File: config.mk
export PLATFORM = sky130hd
export DESIGN_NAME = dispatch_credit_ctrl_flat
export DESIGN_NICKNAME = d
export VERILOG_FILES = /design/src/rtl/dispatch_credit_ctrl_if.sv /design/src/rtl/dispatch_credit_ctrl.sv /design/src/flat_wrapper.sv
export SDC_FILE = /design/constraint.sdc
export NUM_CORES = 1
export LEC_CHECK = 0
export ABC_AREA = 0
export BUFFER_PORTS_ARGS = -buffer_cell sky130_fd_sc_hd__buf_2
export CAP_MARGIN = 25
export CELL_PAD_IN_SITES_DETAIL_PLACEMENT = 2
export CELL_PAD_IN_SITES_GLOBAL_PLACEMENT = 2
export CORE_ASPECT_RATIO = 1.4
export CORE_MARGIN = 5
export CORE_UTILIZATION = 31
export DETAILED_ROUTE_END_ITERATION = 8
export PLACE_DENSITY = 0.75
export SLEW_MARGIN = 20
export SYNTH_ARGS = -nofsm -noshare
export SYNTH_HDL_FRONTEND = slang
export SYNTH_SLANG_ARGS = --single-unit
export TNS_END_PERCENT = 30
File: constraint.sdc
create_clock -name clk -period 3.8 [get_ports clk]
set_input_delay 0.95 -clock clk [delete_from_list [all_inputs] [get_ports clk]]
set_output_delay 0.95 -clock clk [all_outputs]
set_load 0.01 [all_outputs]
File: src/rtl/dispatch_credit_ctrl_if.sv
// Dispatch credit bus: dispatcher/ROB/RS/LSB events in, occupancy and stall status out.
interface dispatch_credit_ctrl_if #(
  parameter int CNT_W = 5
);
  logic             rdy;
  logic             rollback_signal;
  logic             disp_fire;
  logic             disp_is_ls;
  logic             fet_valid;
  logic             rob_commit;
  logic             rs_release;
  logic             lsb_release;
  logic             lsb_store_commit;
  logic             lsb_release_is_cstore;
  logic             is_full;
  logic [CNT_W-1:0] rob_used;
  logic [CNT_W-1:0] rs_used;
  logic [CNT_W-1:0] lsb_used;
  logic [CNT_W-1:0] cstore_pend;
  logic [31:0]      stall_cycles;
  logic [1:0]       err;

  modport master (
    output rdy, rollback_signal, disp_fire, disp_is_ls, fet_valid, rob_commit,
           rs_release, lsb_release, lsb_store_commit, lsb_release_is_cstore,
    input  is_full, rob_used, rs_used, lsb_used, cstore_pend, stall_cycles, err
  );

  modport slave (
    input  rdy, rollback_signal, disp_fire, disp_is_ls, fet_valid, rob_commit,
           rs_release, lsb_release, lsb_store_commit, lsb_release_is_cstore,
    output is_full, rob_used, rs_used, lsb_used, cstore_pend, stall_cycles, err
  );
endinterface

File: src/rtl/dispatch_credit_ctrl.sv
// Free-entry credit tracking for ROB/RS/LSB with a registered dispatch stall,
// rollback occupancy rebuild, stall-cycle counter and sticky protocol errors.
module dispatch_credit_ctrl #(
  parameter int ROB_SIZE = 16,
  parameter int RS_SIZE  = 16,
  parameter int LSB_SIZE = 16,
  parameter int CNT_W    = 5
) (
  input logic clk,
  input logic rst,
  dispatch_credit_ctrl_if.slave bus
);

  localparam logic [CNT_W:0] ROB_MAX = (CNT_W+1)'(ROB_SIZE);
  localparam logic [CNT_W:0] RS_MAX  = (CNT_W+1)'(RS_SIZE);
  localparam logic [CNT_W:0] LSB_MAX = (CNT_W+1)'(LSB_SIZE);

  logic [CNT_W-1:0] r_rob, r_rs, r_lsb, r_cs;
  logic             r_full;
  logic [31:0]      r_stall;
  logic [1:0]       r_err;

  logic [CNT_W-1:0] w_rob_nxt, w_rs_nxt, w_lsb_nxt, w_cs_nxt, w_cs_calc;
  logic             w_full_nxt, w_of, w_uf;
  logic             w_rs_inc, w_lsb_inc, w_cs_dec;

  // cur + inc - dec, floored at 0 and capped at size
  function automatic logic [CNT_W-1:0] upd(input logic [CNT_W-1:0] cur,
                                           input logic inc, input logic dec,
                                           input logic [CNT_W:0] size);
    logic [CNT_W:0] sum;
    sum = {1'b0, cur} + {{CNT_W{1'b0}}, inc};
    if (dec && (sum != '0)) sum = sum - 1'b1;
    if (sum > size) sum = size;
    return sum[CNT_W-1:0];
  endfunction

  function automatic logic under(input logic [CNT_W-1:0] cur,
                                 input logic inc, input logic dec);
    return dec & ~inc & (cur == '0);
  endfunction

  always_comb begin
    w_rob_nxt  = r_rob;
    w_rs_nxt   = r_rs;
    w_lsb_nxt  = r_lsb;
    w_cs_nxt   = r_cs;
    w_of       = 1'b0;
    w_uf       = 1'b0;
    w_rs_inc   = bus.disp_fire & ~bus.disp_is_ls;
    w_lsb_inc  = bus.disp_fire & bus.disp_is_ls;
    w_cs_dec   = bus.lsb_release & bus.lsb_release_is_cstore;
    w_cs_calc  = upd(r_cs, bus.lsb_store_commit, w_cs_dec, LSB_MAX);
    if (bus.rollback_signal) begin
      // only committed stores survive a flush
      w_rob_nxt = '0;
      w_rs_nxt  = '0;
      w_lsb_nxt = w_cs_calc;
      w_cs_nxt  = w_cs_calc;
      w_uf      = under(r_cs, bus.lsb_store_commit, w_cs_dec);
    end else begin
      w_rob_nxt = upd(r_rob, bus.disp_fire, bus.rob_commit, ROB_MAX);
      w_rs_nxt  = upd(r_rs, w_rs_inc, bus.rs_release, RS_MAX);
      w_lsb_nxt = upd(r_lsb, w_lsb_inc, bus.lsb_release, LSB_MAX);
      w_cs_nxt  = (w_cs_calc > w_lsb_nxt) ? w_lsb_nxt : w_cs_calc;
      w_of      = bus.disp_fire & r_full;
      w_uf      = under(r_rob, bus.disp_fire, bus.rob_commit)
                | under(r_rs, w_rs_inc, bus.rs_release)
                | under(r_lsb, w_lsb_inc, bus.lsb_release)
                | under(r_cs, bus.lsb_store_commit, w_cs_dec);
    end
    w_full_nxt = ({1'b0, w_rob_nxt} == ROB_MAX) | ({1'b0, w_rs_nxt} == RS_MAX)
               | ({1'b0, w_lsb_nxt} == LSB_MAX);
  end

  always_ff @(posedge clk or negedge rst) begin
    if (!rst) begin
      r_rob   <= '0;
      r_rs    <= '0;
      r_lsb   <= '0;
      r_cs    <= '0;
      r_full  <= 1'b0;
      r_stall <= '0;
      r_err   <= '0;
    end else if (bus.rdy) begin
      r_rob   <= w_rob_nxt;
      r_rs    <= w_rs_nxt;
      r_lsb   <= w_lsb_nxt;
      r_cs    <= w_cs_nxt;
      r_full  <= w_full_nxt;
      r_err   <= r_err | {w_uf, w_of};
      if (bus.fet_valid && r_full) r_stall <= r_stall + 32'd1;
    end
  end

  assign bus.is_full      = r_full;
  assign bus.rob_used     = r_rob;
  assign bus.rs_used      = r_rs;
  assign bus.lsb_used     = r_lsb;
  assign bus.cstore_pend  = r_cs;
  assign bus.stall_cycles = r_stall;
  assign bus.err          = r_err;

endmodule
File: src/flat_wrapper.sv
// flat-port wrapper written by rule: the top's interface ports become plain ports
module dispatch_credit_ctrl_flat 
#(
  parameter int ROB_SIZE = 16,
  parameter int RS_SIZE  = 16,
  parameter int LSB_SIZE = 16,
  parameter int CNT_W    = 5
)
  (clk, rst, bus_rdy, bus_rollback_signal, bus_disp_fire, bus_disp_is_ls, bus_fet_valid, bus_rob_commit, bus_rs_release, bus_lsb_release, bus_lsb_store_commit, bus_lsb_release_is_cstore, bus_is_full, bus_rob_used, bus_rs_used, bus_lsb_used, bus_cstore_pend, bus_stall_cycles, bus_err);
  dispatch_credit_ctrl_if #(.CNT_W(CNT_W)) bus_i ();
  input logic clk;
  input logic rst;
  input wire logic [$bits(bus_i.rdy)-1:0] bus_rdy;
  input wire logic [$bits(bus_i.rollback_signal)-1:0] bus_rollback_signal;
  input wire logic [$bits(bus_i.disp_fire)-1:0] bus_disp_fire;
  input wire logic [$bits(bus_i.disp_is_ls)-1:0] bus_disp_is_ls;
  input wire logic [$bits(bus_i.fet_valid)-1:0] bus_fet_valid;
  input wire logic [$bits(bus_i.rob_commit)-1:0] bus_rob_commit;
  input wire logic [$bits(bus_i.rs_release)-1:0] bus_rs_release;
  input wire logic [$bits(bus_i.lsb_release)-1:0] bus_lsb_release;
  input wire logic [$bits(bus_i.lsb_store_commit)-1:0] bus_lsb_store_commit;
  input wire logic [$bits(bus_i.lsb_release_is_cstore)-1:0] bus_lsb_release_is_cstore;
  output wire logic [$bits(bus_i.is_full)-1:0] bus_is_full;
  output wire logic [$bits(bus_i.rob_used)-1:0] bus_rob_used;
  output wire logic [$bits(bus_i.rs_used)-1:0] bus_rs_used;
  output wire logic [$bits(bus_i.lsb_used)-1:0] bus_lsb_used;
  output wire logic [$bits(bus_i.cstore_pend)-1:0] bus_cstore_pend;
  output wire logic [$bits(bus_i.stall_cycles)-1:0] bus_stall_cycles;
  output wire logic [$bits(bus_i.err)-1:0] bus_err;
  assign bus_i.rdy = bus_rdy;
  assign bus_i.rollback_signal = bus_rollback_signal;
  assign bus_i.disp_fire = bus_disp_fire;
  assign bus_i.disp_is_ls = bus_disp_is_ls;
  assign bus_i.fet_valid = bus_fet_valid;
  assign bus_i.rob_commit = bus_rob_commit;
  assign bus_i.rs_release = bus_rs_release;
  assign bus_i.lsb_release = bus_lsb_release;
  assign bus_i.lsb_store_commit = bus_lsb_store_commit;
  assign bus_i.lsb_release_is_cstore = bus_lsb_release_is_cstore;
  assign bus_is_full = bus_i.is_full;
  assign bus_rob_used = bus_i.rob_used;
  assign bus_rs_used = bus_i.rs_used;
  assign bus_lsb_used = bus_i.lsb_used;
  assign bus_cstore_pend = bus_i.cstore_pend;
  assign bus_stall_cycles = bus_i.stall_cycles;
  assign bus_err = bus_i.err;
  dispatch_credit_ctrl #(.ROB_SIZE(ROB_SIZE), .RS_SIZE(RS_SIZE), .LSB_SIZE(LSB_SIZE), .CNT_W(CNT_W)) u_core (.clk(clk), .rst(rst), .bus(bus_i));
endmodule
## Yosys cells after proc, flatten, opt, wreduce, memory -nomap -nowiden

Index checks and enable logic that the tools add are counted.

- $add $sub $neg: 9
- $lt $le $gt $ge: 5
- Eq/ne operators: 3
- Multiplexer cells: 19
- Bitwise operators: 23
- Reductions and logical operators: 14

Operators with widths:

| operator | count |
|---|---|
| $mux 5 | 10 |
| $mux 6 | 7 |
| $add 32x1->32 const B | 1 |
| $add 5x1->6 | 4 |
| $gt 6x5->1 const B | 4 |
| $reduce_bool 6->1 | 4 |
| $sub 6x1->6 const B | 4 |
| $logic_not 5->1 | 4 |
| $eq 5x5->1 const B | 3 |
| $and 1x1->1 | 12 |
| $gt 5x5->1 | 1 |
| $logic_and 1x1->1 | 5 |
| $not 1->1 | 5 |
| $or 1x1->1 | 5 |
| $mux 1 | 2 |
| $or 2x2->2 | 1 |
| $reduce_and 2->1 | 1 |

- Register bits: 55
- Logic and storage cells: 80

## Longest topological paths before layout

Gate-level depths: netlist of the first run.

- Depth after elaboration: 13
- Gate-level depth with buffers: 19
- Gate-level depth less buffers: 19

## Least setup slack after synthesis of the first run

OpenSTA, ideal clock, no wires.

- Path type: in2reg
- Start point: in bus_disp_fire
- End point: reg u_core.r_cs[0], in the netlist u_core.bus.cstore_pend[0]
- Data arrival time: 4.401 ns
- Required time: 3.674 ns
- Path slack: -0.727 ns
- Cell stages on the path: 18
- Buffers on the path: 1
- Path through: and2_1 ha_1 ha_1 buf_6 or4_4 and2_4 a22oi_4 mux2_4 o2111a_4 and2_4 ha_1 nor2b_1 o21a_1 o21ai_0 a21oi_1 nor2_1 nor4bb_1 a311o_1

- Longest elaborated chain between the ends: 12
- Elaborated cells on any way between the ends: 13
- Classes of those cells: 2 x add/sub; 2 x order compare; 6 x mux; 1 x bitwise; 2 x reduce/logical

Ends and longest elaborated chain:

| item | line | source |
|---|---|---|
| start: declaration | flat_wrapper.sv:15 | `input wire logic [$bits(bus_i.disp_fire)-1:0] bus_disp_fire;` |
| $and 1x1->1 (*) | dispatch_credit_ctrl.sv:51 | `w_lsb_inc = bus.disp_fire & bus.disp_is_ls;` |
| $add 5x1->6 (*) | dispatch_credit_ctrl.sv:32 | `sum = {1'b0, cur} + {{CNT_W{1'b0}}, inc};` |
| branches (longest 2 deep; another with $sub 6x1->6) | -- |  |
| $mux 6 (*) | dispatch_credit_ctrl.sv:33 | `if (dec && (sum != '0)) sum = sum - 1'b1;` |
| $mux 6 (*) | dispatch_credit_ctrl.sv:54 | `if (bus.rollback_signal) begin` |
| $gt 6x5->1 | dispatch_credit_ctrl.sv:34 | `if (sum > size) sum = size;` |
| $mux 5 (*) | dispatch_credit_ctrl.sv:34 |  |
| $mux 5 (*) | dispatch_credit_ctrl.sv:54 |  |
| $gt 5x5->1 | dispatch_credit_ctrl.sv:65 | `w_cs_nxt = (w_cs_calc > w_lsb_nxt) ? w_lsb_nxt : w_cs_calc;` |
| $mux 5 (*) | dispatch_credit_ctrl.sv:65 |  |
| $mux 5 (*) | dispatch_credit_ctrl.sv:54 |  |
| end signal: assignment | dispatch_credit_ctrl.sv:89 | `r_cs <= w_cs_nxt;` |
| end: declaration | dispatch_credit_ctrl.sv:18 | `logic [CNT_W-1:0] r_rob, r_rs, r_lsb, r_cs;` |

Mark *: on every way between the ends. The select of a mux whose other input is x is not followed.
A chain may end at the register's enable or synchronous reset.

## Worst setup path in the final report of the first run

Same ends and word-level chain as after synthesis.

==> qor.yml, run 1 <==
clock_tree:
  cts.htree.levels: 2
  cts_tree: "built"
  cts-hold-fix-buffers: 0
  insertion_delay_ns: 0.30
  path_clk_slew_ns: 0.07
  cts_buffers: 5
  cts_buffer_depth: 2
  root_buffer: "clkbuf_16"
  clkSinkCount: 55
global_routing:
  grt.overflow.total: 0
  grt_pass1_vias: 4839
  grt_pass1_wl_um: 24600
  grt_max_degree: 43
  track_usage_pct: 19.1
  grt_antenna_before_repair: 0
setup_path:
  cpMostUsedCell: "ha_4"
  arrival_ns: 4.42
  cp_max_fo: 4
  reg2regPathDepth: 19
  max_stage_delay_ns: 0.32
  r2r-start: "u_core.bus.cstore_pend[0]"
  endpoint_kind: "flip-flop"
  crit_path_start_kind: "input pin"
  crit_chain: "buf_6 -> and2_4 -> ha_4 -> ha_4 -> inv_1 -> ha_1 -> o21ai_2 -> a32o_1 -> a221oi_2 -> o2111a_4 -> nand2_4 -> ha_4 -> nor2b_1 -> o21a_1 -> o21ai_2 -> a21oi_2 -> nor2_1 -> nor4bb_2 -> a311o_1"
  worst-setup-path-type: "input pin to flip-flop"
  r2r-end: "u_core.bus.cstore_pend[0]"
  cp_slowest_cell: "a221oi_2"
  r2r_slack_ns: -0.06
  cp.required_ns: 3.98
cells_and_area:
  drive_above_1_share_pct: 30.9
  multi_input_area_um2: 2740
  stdcell_count: 774
  layout-area-overhead-vs-synth_pct: 31.4
  utilization_pct: 41.2
  diodes: 0
  regArea_um2: 1380
  stdcell_area_um2: 5460
  nNetsFinal: 624
  fillers: 1528
outcome:
  status: "complete, but fails checks"
  violations: "negative setup slack"
power:
  p_leak_nw: 2.52
  p_switching_mw: 2.01
  intPower_mw: 2.36
  total_power_mw: 4.37
  clockPowerShare_pct: 11.0
  seq_power_share_pct: 21.4
  power.share.combinational_pct: 67.6
  ir_worst_vdd_uv: 325
  power_density_nw_per_um2: 800
  switching_share_pct: 45.9
yosys:
  avgSynthCellArea_um2: 8.91
  synth_area_um2: 4150
  synth_top_area_share_pct: 33.1
  ys_top_cells_by_area: "dfrtp_1 (33%), xnor2_1 (8.9%), ha_1 (6.3%)"
  synth-seq-area-share_pct: 33.1
  synth-seq-cells: 55
  synth_top_cell_by_area: "dfrtp_1"
  yosys_warnings: 0
  synth_cells: 466
  yosysMostFrequentCell: "dfrtp_1"
  synth_common_cells: "dfrtp_1 (55), nand2_1 (42), xnor2_1 (42), nand3_1 (34), nor2_1 (31)"
  ys_async_sr_fraction_pct: 100
  synth_nets: 499
  ys.flop_type: "dfrtp_1"
  post_synth_num_cell_types: 75
  synth_edf_count: 0
drt:
  num_vias: 4176
  totalWireLength_um: 15200
  first_pass_iters: 4
  drcViolationCount: 0
  initialDrtViolationCount: 105
  via_per_inst: 5.40
  detail-route-antenna-nets: 0
  wl_per_cell_um: 19.7
timing:
  timing.hold.ws_ns: 0.473
  max_slew_margin_pct: 61.8
  fin_ws_ns: -0.443
  fin_crit_ns: 4.24
  fin_crit_sh_pct: 112
  fin_tns_setup_ns: -2.03
  setup_violations: 5
  worst_slew_pin_slew_ns: 0.569
  hold_violations: 0
  rsz0062_at_grt: "yes"
  slew_violations: 0
  fmax_mhz: 236
  fin_skew_ns: 0.00695
place:
  port_buffers: 66
  dp_hpwl_um: 11900
  placed_cells: 762
  place_worst_setup_slack_ns: -0.863
  place_congestion: 0.905
  placed_area_um2: 5170
worst_hold_path:
  whs_path_depth: 1
  hold_path_class: "flip-flop to flip-flop"
  whs_endpoint: "u_core.bus.stall_cycles[31]"
  worstHoldStart: "u_core.bus.stall_cycles[31]"
floorplanning:
  die_area_um2: 15800
  die_h_um: 147
  die_width_um: 108
  core_area_um2: 13300
  initial_core_util_pct: 31.3
  ios: 67
  num_rows: 50
run:
  maxCapViolCount: 0
## state kept, by name, summed over array words and instances (netlist names)
name                     cells
u_core.bus.is_full           1
u_core.bus.rob_used          5
u_core.bus.err               2
u_core.bus.lsb_used          5
u_core.bus.cstore_pend       5
u_core.bus.stall_cycles     32
u_core.bus.rs_used           5
## worst max-delay path, delay by kind of cell
family / cells / cell delay, ns
and+or+nand+nor: 5 / 0.65
AOI/OAI and AO/OA: 8 / 1.74
buffers and inverters: 2 / 0.18
adders and majority gates: 4 / 0.90
## cell usage in the layout, fill, tap and decap left out, types with 7 or more instances in the layout
cell type  Yosys  routed
o221ai_1       9       8
o21ai_0        8       7
nand4_1       12      12
buf_4          2      71
ha_1          21      16
nand3_1       34      34
xor2_1        12      12
dfrtp_1       55      55
nand2_1       42      41
and3_1        13      13
nor2_1        31      31
buf_2          8      63
xnor2_1       42      41
inv_1         25      25
a21oi_1       16      15
nor3_1         7       7
## cells by family (layout without fill, tap and decap cells)
logic type      Yosys count  after routing  synth area share, %
fa+ha+maj                21             21                 6.33
mux                       6              6                 1.57
xor+xnor                 55             55                 11.8
flops                    55             55                 33.1
simple gates            185            185                 23.7
compound gates          100            100                 18.9
buf+inv                  44            170                 4.58
## timing repair
action,CTS,global route
pin swaps,12,1
setup endpoints to repair,5,5
gates resized for setup,12,6
buffers inserted,4,0
## worst max-delay path by stage
stage | start | endpoint | slack (ns)
floorplan | bus_disp_is_ls | u_core.bus.cstore_pend[0] | -0.63
global placement | bus_disp_is_ls | u_core.bus.cstore_pend[0] | -0.65
detailed placement | bus_disp_is_ls | u_core.bus.cstore_pend[0] | -0.86
CTS | bus_disp_fire | u_core.bus.cstore_pend[0] | -0.35
global route | bus_lsb_store_commit | u_core.bus.cstore_pend[2] | -0.57
finish | bus_disp_fire | u_core.bus.cstore_pend[0] | -0.44
## final cells by class
class                   instances  area share, %
multi-input cells             367           50.1
flip-flops and latches         55           25.2
repair buffers                136           16.0
well taps                     182           4.17
clock buffers                   7           2.61
inverters                      26           1.79
clock inverters                 1          0.160
## routing by layer
| layer | vias to the layer above | wire length, µm | share of wire (%) | global-route usage (%) |
|---|---|---|---|---|
| li1 | 1953 | - | - | - |
| met1 | 2109 | 5950 | 39 | 20.8 |
| met2 | 83 | 8560 | 56 | 37.6 |
| met3 | 31 | 401 | 2.6 | 2.24 |
| met4 | 0 | 324 | 2.1 | 5.50 |
| met5 | - | 0 | 0 | 0 |
## power groups by stage
stage / combinational, mW / clock [mW] / sequential [mW]
after CTS: 2.87 / 0.503 / 0.935
after detailed placement: 2.70 / 0 / 0.943
final: 2.95 / 0.481 / 0.932
after floorplan: 1.65 / 0 / 0.876
after global routing: 3.21 / 0.525 / 0.958
after global placement: 2.54 / 0 / 0.929
Note: power is estimated with default switching activity, not from simulation.
==> run 2: changes to the inputs <==
--- a/config.mk
+++ b/config.mk
@@ -14,7 +14,7 @@
 export CORE_MARGIN = 5
 export CORE_UTILIZATION = 31
 export DETAILED_ROUTE_END_ITERATION = 8
-export PLACE_DENSITY = 0.75
+export PLACE_DENSITY = 0.78
 export SLEW_MARGIN = 20
 export SYNTH_ARGS = -nofsm -noshare
 export SYNTH_HDL_FRONTEND = slang
==> run 2 against run 1 <==
The run still ends with negative setup slack left. Maximum frequency shrank 3.5%. Sequential power is essentially flat. Critical path depth is the same. Worst setup slack lost 0.15 ns. Register-to-register slack lost 0.11 ns. Critical endpoint is now u_core.bus.cstore_pend[2]. Largest cell class unchanged. Largest power group unchanged.
==> qor.yml, run 2 (same netlist as run 1, synthesis figures left out) <==
timing:
  max_slew_margin_pct: 55.4
  rsz0062_at_grt: "yes"
  slew_violations: 0
  fin_crit_ns: 4.39
  setup_violations: 5
  fin_tns_setup_ns: -2.73
  fmax_mhz: 228
  fin_crit_sh_pct: 116
  timing.hold.ws_ns: 0.475
  hold_violations: 0
  fin_ws_ns: -0.595
  worst_slew_pin_slew_ns: 0.669
  fin_skew_ns: 0.0116
cells_and_area:
  final_common_cell: "buf_4"
  nNetsFinal: 632
  utilization_pct: 42.0
  final_cell_mix: "buf_4 (78), buf_2 (64), dfrtp_1 (55), xnor2_1 (42), nand2_1 (40)"
  largest_register_ff_count: 32
  drive_above_1_share_pct: 33.0
  diodes: 0
  layout-area-overhead-vs-synth_pct: 34.0
drt:
  drcViolationCount: 0
  wl_per_cell_um: 20.8
  totalWireLength_um: 16200
  first_pass_iters: 5
  detail-route-antenna-nets: 0
  num_vias: 4271
  via_per_inst: 5.46
  initialDrtViolationCount: 120
global_routing:
  grt_max_degree: 31
  grt_pass1_wl_um: 25300
  track_usage_pct: 19.8
  grt.overflow.total: 0
  grt_antenna_before_repair: 0
  grt_pass1_vias: 4829
place:
  place_congestion: 0.873
  dp_hpwl_um: 12000
  port_buffers: 66
setup_path:
  arrival_ns: 4.61
  r2r_slack_ns: -0.17
  startpoint: "bus_disp_is_ls"
  cp.required_ns: 4.01
  cp_max_fo: 4
  reg2regPathDepth: 18
  crit_path_start_kind: "input pin"
  endpoint_kind: "flip-flop"
  worst-setup-path-type: "input pin to flip-flop"
  r2r-start: "u_core.bus.cstore_pend[0]"
floorplanning:
  num_rows: 50
  die_area_um2: 15800
  die_width_um: 108
  ios: 67
  initial_core_util_pct: 31.3
  die_h_um: 147
  core_area_um2: 13300
run:
  maxCapViolCount: 0
clock_tree:
  cts_buffers: 5
  cts.htree.levels: 2
  root_buffer: "clkbuf_16"
  insertion_delay_ns: 0.30
  path_clk_slew_ns: 0.07
  cts_buffer_depth: 2
  cts_tree: "built"
  clkSinkCount: 55
power:
  total_power_mw: 4.65
  ir_worst_vdd_uv: 385
  p_switching_mw: 2.15
  p_leak_nw: 2.58
  clockPowerShare_pct: 10.4
  power_density_nw_per_um2: 836
  power.share.combinational_pct: 69.6
  seq_power_share_pct: 20.0
  switching_share_pct: 46.2
  intPower_mw: 2.50
outcome:
  status: "complete, but fails checks"
  violations: "negative setup slack"
worst_hold_path:
  worstHoldStart: "u_core.bus.stall_cycles[31]"
  hold_path_class: "flip-flop to flip-flop"
  whs_path_depth: 1
## run 2: metrics by stage
step	instances	setup WS [ns]	instance area (µm²)
floorplan	466	-0.634	4210
global placement	764	-0.658	5180
detailed placement	764	-0.950	5180
CTS	778	-0.373	5450
global route	782	-0.668	5570
finish	782	-0.595	5570
## run 2: layout make-up
class / instances / area [µm²]
clock buffers: 7 / 143
clock inverters: 1 / 8.76
fillers: 1483 / 7700
inverters: 26 / 97.6
multi-input cells: 367 / 2780
flip-flops and latches: 55 / 1380
well taps: 182 / 228
repair buffers: 144 / 928
## run 2: path summary, 6_finish.rpt
| kind | end |
|---|---|
| max | u_core.bus.cstore_pend[2] |
| min | u_core.bus.stall_cycles[31] |
| max reg2reg | u_core.bus.cstore_pend[0] |
| min reg2reg | u_core.bus.stall_cycles[31] |
| max in group asynchronous | u_core.bus.rob_used[2] |
| min in group asynchronous | u_core.bus.stall_cycles[26] |
## run 2: metal layers
| metal | routed length [µm] | part of all wire [%] | global-route usage, % | up-vias |
|---|---|---|---|---|
| met3 | 507 | 3.1 | 2.51 | 31 |
| met5 | 0 | 0 | 0 | - |
| li1 | - | - | - | 1965 |
| met2 | 9030 | 56 | 38.5 | 101 |
| met4 | 505 | 3.1 | 6.32 | 0 |
| met1 | 6190 | 38 | 21.5 | 2174 |
## run 2: power by group through the flow
stage | Clock, mW | Combinational [mW] | Sequential (mW)
5_1_grt | 0.512 | 3.50 | 0.957
3_5_place_dp | 0 | 2.69 | 0.937
6_report | 0.482 | 3.24 | 0.929
4_1_cts | 0.494 | 2.87 | 0.928
3_3_place_gp | 0 | 2.54 | 0.925
2_1_floorplan | 0 | 1.65 | 0.876
## run 2: timing repair
| action | in CTS | in global routing |
|---|---|---|
| hold endpoints to repair | 0 | 0 |
| pin swaps | 15 | 10 |
| gates resized for setup | 12 | 15 |
| endpoints found under the setup margin | 5 | 5 |
| hold buffers | 0 | 0 |
| setup buffers | 6 | 5 |
| cloned | 0 | 0 |
## run 2: critical path, cell delays in order
cell	delay (ns)
buf_6	0.09
and2_4	0.16
ha_4	0.17
ha_4	0.16
or4_4	0.53
and2_4	0.17
a22oi_4	0.16
mux2_4	0.32
o2111a_4	0.34
nand2_4	0.08
ha_4	0.21
nor2b_4	0.12
o21a_1	0.21
o21ai_2	0.25
a21oi_2	0.14
buf_4	0.18
nor3_4	0.15
nand3_1	0.11
o221ai_1	0.10
